==> config.mk <==
export PLATFORM = sky130hd
export DESIGN_NAME = util_clock_div_mc
export DESIGN_NICKNAME = d
export VERILOG_FILES = /design/src/rtl/util_clock_div_mc.sv
export SDC_FILE = /design/constraint.sdc
export NUM_CORES = 1
export LEC_CHECK = 0
export ABC_CLOCK_PERIOD_IN_PS = 3900
export BUFFER_PORTS_ARGS = -buffer_cell sky130_fd_sc_hd__buf_2
export CORE_ASPECT_RATIO = 2
export CORE_MARGIN = 8
export CORE_UTILIZATION = 40
export CTS_CLUSTER_SIZE = 12
export DETAILED_ROUTE_END_ITERATION = 7
export PLACE_DENSITY = 0.6
export SYNTH_ARGS = -nofsm -noshare
export SYNTH_HDL_FRONTEND = slang
export SYNTH_SLANG_ARGS = --single-unit
==> constraint.sdc <==
create_clock -name clk -period 3.9 [get_ports clk]
set_input_delay 0.39 -clock clk [delete_from_list [all_inputs] [get_ports clk]]
set_output_delay 0.39 -clock clk [all_outputs]
set_load 0.01 [all_outputs]
==> src/rtl/util_clock_div_mc.sv <==
`default_nettype none
// ============================================================================
// util_clock_div_mc : NCH-channel programmable integer clock divider with
//                     boundary-aligned ratio updates and reset release.
// Revision 1.0 - initial release
// ============================================================================
module util_clock_div_mc #(
   parameter int NCH         = 2,
   parameter int DIV_W       = 8,
   parameter int DEFAULT_DIV = 40,
   parameter int RST_HOLD    = 2
) (
   input  logic                 clk,
   input  logic                 rst_n,
   input  logic [NCH*DIV_W-1:0] div_par,
   input  logic [NCH-1:0]       en,
   output logic [NCH-1:0]       clk_div,
   output logic [NCH-1:0]       rise_stb,
   output logic [NCH-1:0]       rst_out,
   output logic [NCH-1:0]       upd_pend
);

   localparam logic [DIV_W-1:0] DEF_R    = DIV_W'(DEFAULT_DIV);
   localparam logic [DIV_W-1:0] ONE_R    = DIV_W'(1);
   localparam logic [3:0]       HOLD_LST = 4'(RST_HOLD - 1);

   typedef enum logic [1:0] {
      ST_IDLE = 2'd0,
      ST_DIV  = 2'd1,
      ST_BYP  = 2'd2
   } state_t;

   for (genvar i = 0; i < NCH; i++) begin : g_ch
      logic [DIV_W-1:0] div_raw;
      logic [DIV_W-1:0] div_dec;
      logic [DIV_W-1:0] pend;
      logic [DIV_W-1:0] act;
      logic [DIV_W-1:0] cnt;
      logic [DIV_W-1:0] hi;
      state_t           state;
      logic             clk_v;
      logic             byp_q;
      logic             stb;
      logic             rst_rel;
      logic [3:0]       rcnt;
      logic             boundary;
      logic             start;

      assign div_raw  = div_par[i*DIV_W +: DIV_W];
      assign div_dec  = (div_raw == '0) ? DEF_R : div_raw;
      assign hi       = act - (act >> 1);

      // Bypass has no internal phase, so every cycle is a period boundary.
      assign boundary = (state == ST_IDLE) || (state == ST_BYP) ||
                        ((state == ST_DIV) && (cnt == act - 1'b1));
      assign start    = en[i] && boundary;

      always_ff @(posedge clk or negedge rst_n) begin
         if (!rst_n) begin
            pend    <= DEF_R;
            act     <= DEF_R;
            cnt     <= '0;
            state   <= ST_IDLE;
            clk_v   <= 1'b0;
            byp_q   <= 1'b0;
            stb     <= 1'b0;
            rcnt    <= '0;
            rst_rel <= 1'b0;
         end else begin
            pend <= div_dec;
            if (boundary) begin
               act <= pend;
               cnt <= '0;
               if (en[i]) begin
                  state <= (pend == ONE_R) ? ST_BYP : ST_DIV;
                  clk_v <= (pend != ONE_R);
                  byp_q <= (pend == ONE_R);
                  stb   <= 1'b1;
               end else begin
                  state <= ST_IDLE;
                  clk_v <= 1'b0;
                  byp_q <= 1'b0;
                  stb   <= 1'b0;
               end
            end else begin
               cnt   <= cnt + 1'b1;
               clk_v <= ((cnt + 1'b1) < hi);
               stb   <= 1'b0;
            end
            // Counted on the edge that raises rise_stb so release lands in that cycle.
            if (start && !rst_rel) begin
               rcnt <= rcnt + 1'b1;
               if (rcnt == HOLD_LST) begin
                  rst_rel <= 1'b1;
               end
            end
         end
      end

      assign clk_div[i]  = clk_v | (clk & byp_q);
      assign rise_stb[i] = stb;
      assign rst_out[i]  = rst_rel;
      assign upd_pend[i] = (pend != act);
   end

endmodule
`default_nettype wire

==> results of run 1 <==
==> cell families after synthesis <==
logic type               synth area share
AND/OR/NAND/NOR                     0.134
AO/OA/AOI/OAI                       0.105
adder cells (fa/ha/maj)             0.157
multiplexers                      0.00945
flip-flops                          0.392
buffers and inverters              0.0541
XOR/XNOR                            0.149
==> how the worst max path moves through the flow <==
stage / startpoint / endpoint / slack (ns) / cells after the start
final: clk / clk_div[1] / 0.98 / 4
after detailed placement: g_ch[0].act[3]$_DFFE_PN1N_ / g_ch[0].clk_v$_DFF_PN0_ / 1.16 / 12
after global placement: g_ch[0].act[2]$_DFFE_PN0N_ / g_ch[0].rcnt[0]$_DFFE_PN0P_ / 1.21 / 9
after CTS: clk / clk_div[1] / 0.95 / 4
after floorplan: clk / clk_div[0] / 1.37 / 1
after global routing: g_ch[0].act[2]$_DFFE_PN0N_ / g_ch[0].rcnt[0]$_DFFE_PN0P_ / 0.91 / 9
==> sequential cells by signal, summed over array words and instances, names as in the netlist <==
name          cells
g_ch.clk_v        2
g_ch.stb          2
g_ch.state        4
g_ch.rcnt         8
g_ch.rst_rel      2
g_ch.act         16
g_ch.cnt         16
g_ch.pend        16
==> metal layers <==
layer / track usage / vias up / wire [µm]
li1: - / 1444 / -
met1: 0.127 / 1416 / 3410
met2: 0.268 / 52 / 5480
met3: 0.0407 / 21 / 297
met4: 0.0675 / 0 / 245
met5: 0 / - / 0
==> report_power, final <==
part / internal, mW / switching (mW)
Clock: 0.702 / 0.380
Sequential: 0.696 / 0.00920
Combinational: 0.0146 / 0.0279
==> cell type report <==
type | instances | area (µm²)
clock buffer | 15 | 335
clock inverter | 7 | 77.6
fill | 996 | 5560
multi-input combinational | 305 | 2340
sequential | 66 | 1660
timing repair buffer | 28 | 148
tap | 137 | 171
inverter | 31 | 116
==> cells in the final DEF (no fill, tap or decap), types with 3 or more instances in the layout <==
cell type	count
and3_1	4
o21bai_1	6
nor3_1	6
nor2_1	16
a21boi_0	4
xnor2_1	43
ha_1	50
xor2_1	29
inv_1	31
nor4_1	8
clkinv_4	3
nor2b_1	16
o21ai_0	24
nand3_1	11
dfrtp_1	58
buf_4	3
mux2i_1	4
a21oi_1	11
nand2_1	38
a21o_1	4
clkbuf_16	13
dfstp_2	8
buf_2	27
nand2b_1	4
==> impl_metrics.tcl, run 1 <==
set metrics [dict create \
    ctsResizeCount 0 \
    skew_ns 0.00743 \
    reg2reg_to "g_ch[0].clk_v$_DFF_PN0_" \
    critPathSlowestCell "a21o_1" \
    insertedDiodeCount 0 \
    crit_path_end_kind "primary output" \
    die_w_um 88.8 \
    wl_mm 9.43 \
    cp_slowest_stage_delay_ns 0.19 \
    syn_inst 424 \
    async_flop_share 1.00 \
    reg2reg_slack_ns 1.11 \
    crit_type "clock port to primary output" \
    status "complete, but fails checks" \
    cts_hold_buf 0 \
    synthTopCellsByCount "dfrtp_1, ha_1, xnor2_1" \
    synthDistinctLibCells 40 \
    drc 0 \
    overflow 0 \
    rsz0062_at_grt "no" \
    avgRoutedWirePerCell_um 16.0 \
    area_growth_pct 14.6 \
    drt_first_iter_violations 82 \
    path_clk_slew_ns 0.06 \
    fin_area_um2 4850 \
    critPathMostFrequentCell "clkbuf_16" \
    synth_top_area_frac 0.343 \
    critPathRequiredTime_ns 3.51 \
    post_cts_buffers 0 \
    final_util 0.466 \
    hold_violations 4 \
    grt_max_degree 38 \
    routed_via_density 4.98 \
    dp_slack_ns 1.16 \
    synth_nets 496 \
    yosysWarnings 0 \
    r2r_cells 13 \
    maxSlewViolCount 0 \
    dp.cells 569 \
    insertion_delay_ns 0.44 \
    drive_above_1_share 0.146 \
    synth_top_flop_cell "dfrtp_1" \
    dieArea_um2 14300 \
    placed_cell_area_um2 4450 \
    max_slew_margin 0.527 \
    synth_area_leaders "dfrtp_1, ha_1, xnor2_1" \
    cts_tree "yes" \
    cp_num_buf_inv 3 \
    vias 2933 \
    syn_area_per_cell_um2 9.99 \
    yosysTopAreaCell "dfrtp_1" \
    antenna_left 0 \
    violations "negative hold slack" \
    r2r_start "g_ch[0].act[0]$_DFFE_PN0N_" \
    cp-start-kind "clock port" \
    arrival_ns 2.53 \
    drv_cap 0 \
    hp-class "input port to async pin" \
    stdcell_count 589 \
    crit_chain "clkbuf_16 > clkbuf_16 > a21o_1 > buf_2" \
    first_pass_iters 4 \
    track_usage 0.141 \
    whs_ns -0.0124 \
    critPathMaxFanout 2 \
    nNetsFinal 519 \
    ys_seq_area_frac 0.392 \
    power.leakage_nw 2.27 \
    powerDensity_nw_per_um2 377 \
    grt_pass1_vias 3210 \
    setup_slack_ns 0.976 \
    worst_pin_slew_ns 0.699 \
    antenna_found_initial 0 \
    io_pins 28 \
    synth.cell_area_um2 4240 \
    core_area_um2 10400 \
    peakVddDrop_v 0.000285 \
    die_h_um 162 \
    finalPower_mw 1.83 \
    yosysMostFrequentCell "dfrtp_1" \
    place_congestion 0.836 \
    finalSetupViolCount 0 \
    hpwl_mm 7.40 \
    grt_pass1_wl_mm 15.0 \
    synth_edf_count 0 \
    std_cell_rows 53 \
    cpLargestDelayFamily "buffers and inverters" \
    initial_utilization 0.407 \
    ys_ff_latch 66 \
    fin_setup_tns_ns 0 \
    port_buffers 27 \
]
Power figures use the tool's default switching activity.
==> run 2, diff against run 1 <==
ABC_CLOCK_PERIOD_IN_PS = 2900   (was 3900)
clock period = 2.9 ns   (was 3.9 ns; I/O delays follow)
==> run 2 against run 1 <==
Compared with the run above:
- the run now ends clean
- setup slack got worse by 0.79 ns
- via count rose by 2.1%
- first-iteration DRC count rose by 49%
- cell count rose by 2.9%
- die area did not move
- worst hold slack improved by 0.028 ns
- routed wire length rose by 0.11%
- clock skew fell by 0.00089 ns
- non-clock buffer count rose by 17
- flip-flop and latch count did not move
- critical path type is now register to register
==> impl_metrics.tcl, run 2 (synthesis results as in run 1) <==
set metrics [dict create \
    io_pins 28 \
    area_growth_pct 19.2 \
    insertion_delay_ns 0.44 \
    finalSetupViolCount 0 \
    die_w_um 88.8 \
    dieArea_um2 14300 \
    first_pass_iters 4 \
    antenna_left 0 \
    max_slew_margin 0.506 \
    final_common_cell "dfrtp_1" \
    place_congestion 0.857 \
    nNetsFinal 536 \
    path_clk_slew_ns 0.06 \
    rsz0062_at_grt "no" \
    power.leakage_nw 2.34 \
    min_period_ns 2.72 \
    r2r_cells 14 \
    avgRoutedWirePerCell_um 15.6 \
    final_util 0.485 \
    maxSlewViolCount 0 \
    finalPower_mw 2.54 \
    peakVddDrop_v 0.000631 \
    grt_max_degree 37 \
    drt_first_iter_violations 122 \
    grt_pass1_vias 3291 \
    std_cell_rows 53 \
    crit_type "register to register" \
    vias 2996 \
    drc 0 \
    arrival_ns 3.07 \
    critPathMaxFanout 5 \
    top_regs "g_ch.act x16, g_ch.cnt x16, g_ch.pend x16" \
    hold_violations 0 \
    antenna_found_initial 0 \
    status "complete, no violations" \
    min_period_over_period 0.937 \
    fin_area_um2 5050 \
    dp_slack_ns 0.166 \
    post_cts_buffers 0 \
    stdcell_count 606 \
    routed_via_density 4.94 \
    track_usage 0.146 \
    die_h_um 162 \
    wl_mm 9.44 \
    dp.cells 572 \
    initial_utilization 0.407 \
    overflow 0 \
    powerDensity_nw_per_um2 503 \
    placed_cell_area_um2 4490 \
    insertedDiodeCount 0 \
    max_clock_freq_mhz 368 \
    critPathRequiredTime_ns 3.26 \
    hpwl_mm 7.46 \
    core_area_um2 10400 \
    skew_ns 0.00654 \
    layout_common_cells "dfrtp_1, ha_1, xnor2_1" \
    drive_above_1_share 0.147 \
    grt_pass1_wl_mm 15.6 \
    drv_cap 0 \
    crit_path_end_kind "register" \
    whs_ns 0.0152 \
    cts_tree "yes" \
    port_buffers 27 \
    cp-start-kind "register" \
    hp-class "input port to register" \
    hold_depth 2 \
    setup_slack_ns 0.184 \
    fin_setup_tns_ns 0 \
    worst_pin_slew_ns 0.741 \
]
run 2: cell count changes in the layout (fill, tap and decap cells not counted), sizes merged:
| cell | change |
|---|---|
| inv | -1 |
| bufinv | +1 |
| clkinv | -3 |
| dlygate4sd3 | +14 |
| buf | +3 |
| clkbuf | +1 |
| clkinvlp | +2 |
run 2: cell type report:
class | count | area (µm²)
clock inverter | 6 | 91.3
clock buffer | 16 | 339
tap | 137 | 171
timing repair buffer | 45 | 323
fill | 992 | 5360
multi-input combinational | 305 | 2340
sequential | 66 | 1660
inverter | 31 | 116
run 2: critical path: stages (launching register included):
cell and delay [ns]:
dfrtp_1 0.47, inv_2 0.13, ha_1 0.17, inv_1 0.06, fa_1 0.40, nor2b_1 0.15, o21a_1 0.18, o21bai_1 0.13
a21oi_1 0.08, nor2_1 0.11, xor2_1 0.18, ha_1 0.25, o211ai_1 0.09, o21ai_0 0.10, mux2i_1 0.13
run 2: repair_timing:
| item | 4_1_cts | 5_1_grt |
|---|---|---|
| hold endpoints to repair | 39 | 0 |
| setup endpoints to repair | 0 | 1 |
| hold buffers | 14 | 0 |
| resized for setup | 0 | 1 |
run 2: worst paths after layout:
| kind | slack, ns | end | from |
|---|---|---|---|
| max reg2reg | 0.18 | g_ch[1].clk_v$_DFF_PN0_ | g_ch[1].act[0]$_DFFE_PN0N_ |
| min in group asynchronous | 0.46 | g_ch[0].cnt[1]$_DFF_PN0_ | rst_n |
| min reg2reg | 0.47 | g_ch[1].rcnt[3]$_DFFE_PN0P_ | g_ch[1].rcnt[3]$_DFFE_PN0P_ |
| min | 0.02 | g_ch[0].pend[5]$_DFF_PN1_ | div_par[3] |
| max | 0.18 | g_ch[1].clk_v$_DFF_PN0_ | g_ch[1].act[0]$_DFFE_PN0N_ |
| max in group asynchronous | 1.72 | g_ch[1].act[3]$_DFFE_PN1N_ | rst_n |
run 2: metal layers:
| layer | wire length (µm) | global-route usage | share of wire |
|---|---|---|---|
| met1 | 3240 | 0.132 | 0.34 |
| met2 | 5580 | 0.273 | 0.59 |
| met3 | 368 | 0.0427 | 0.039 |
| met4 | 248 | 0.0737 | 0.026 |
| met5 | 0 | 0 | 0 |
run 2: power by group:
| part | switching, mW | internal (mW) | leakage, nW | total, mW |
|---|---|---|---|---|
| Combinational | 0.0394 | 0.0338 | 1.32 | 0.0732 |
| Sequential | 0.0119 | 0.936 | 0.806 | 0.948 |
| Clock | 0.489 | 1.03 | 0.216 | 1.52 |
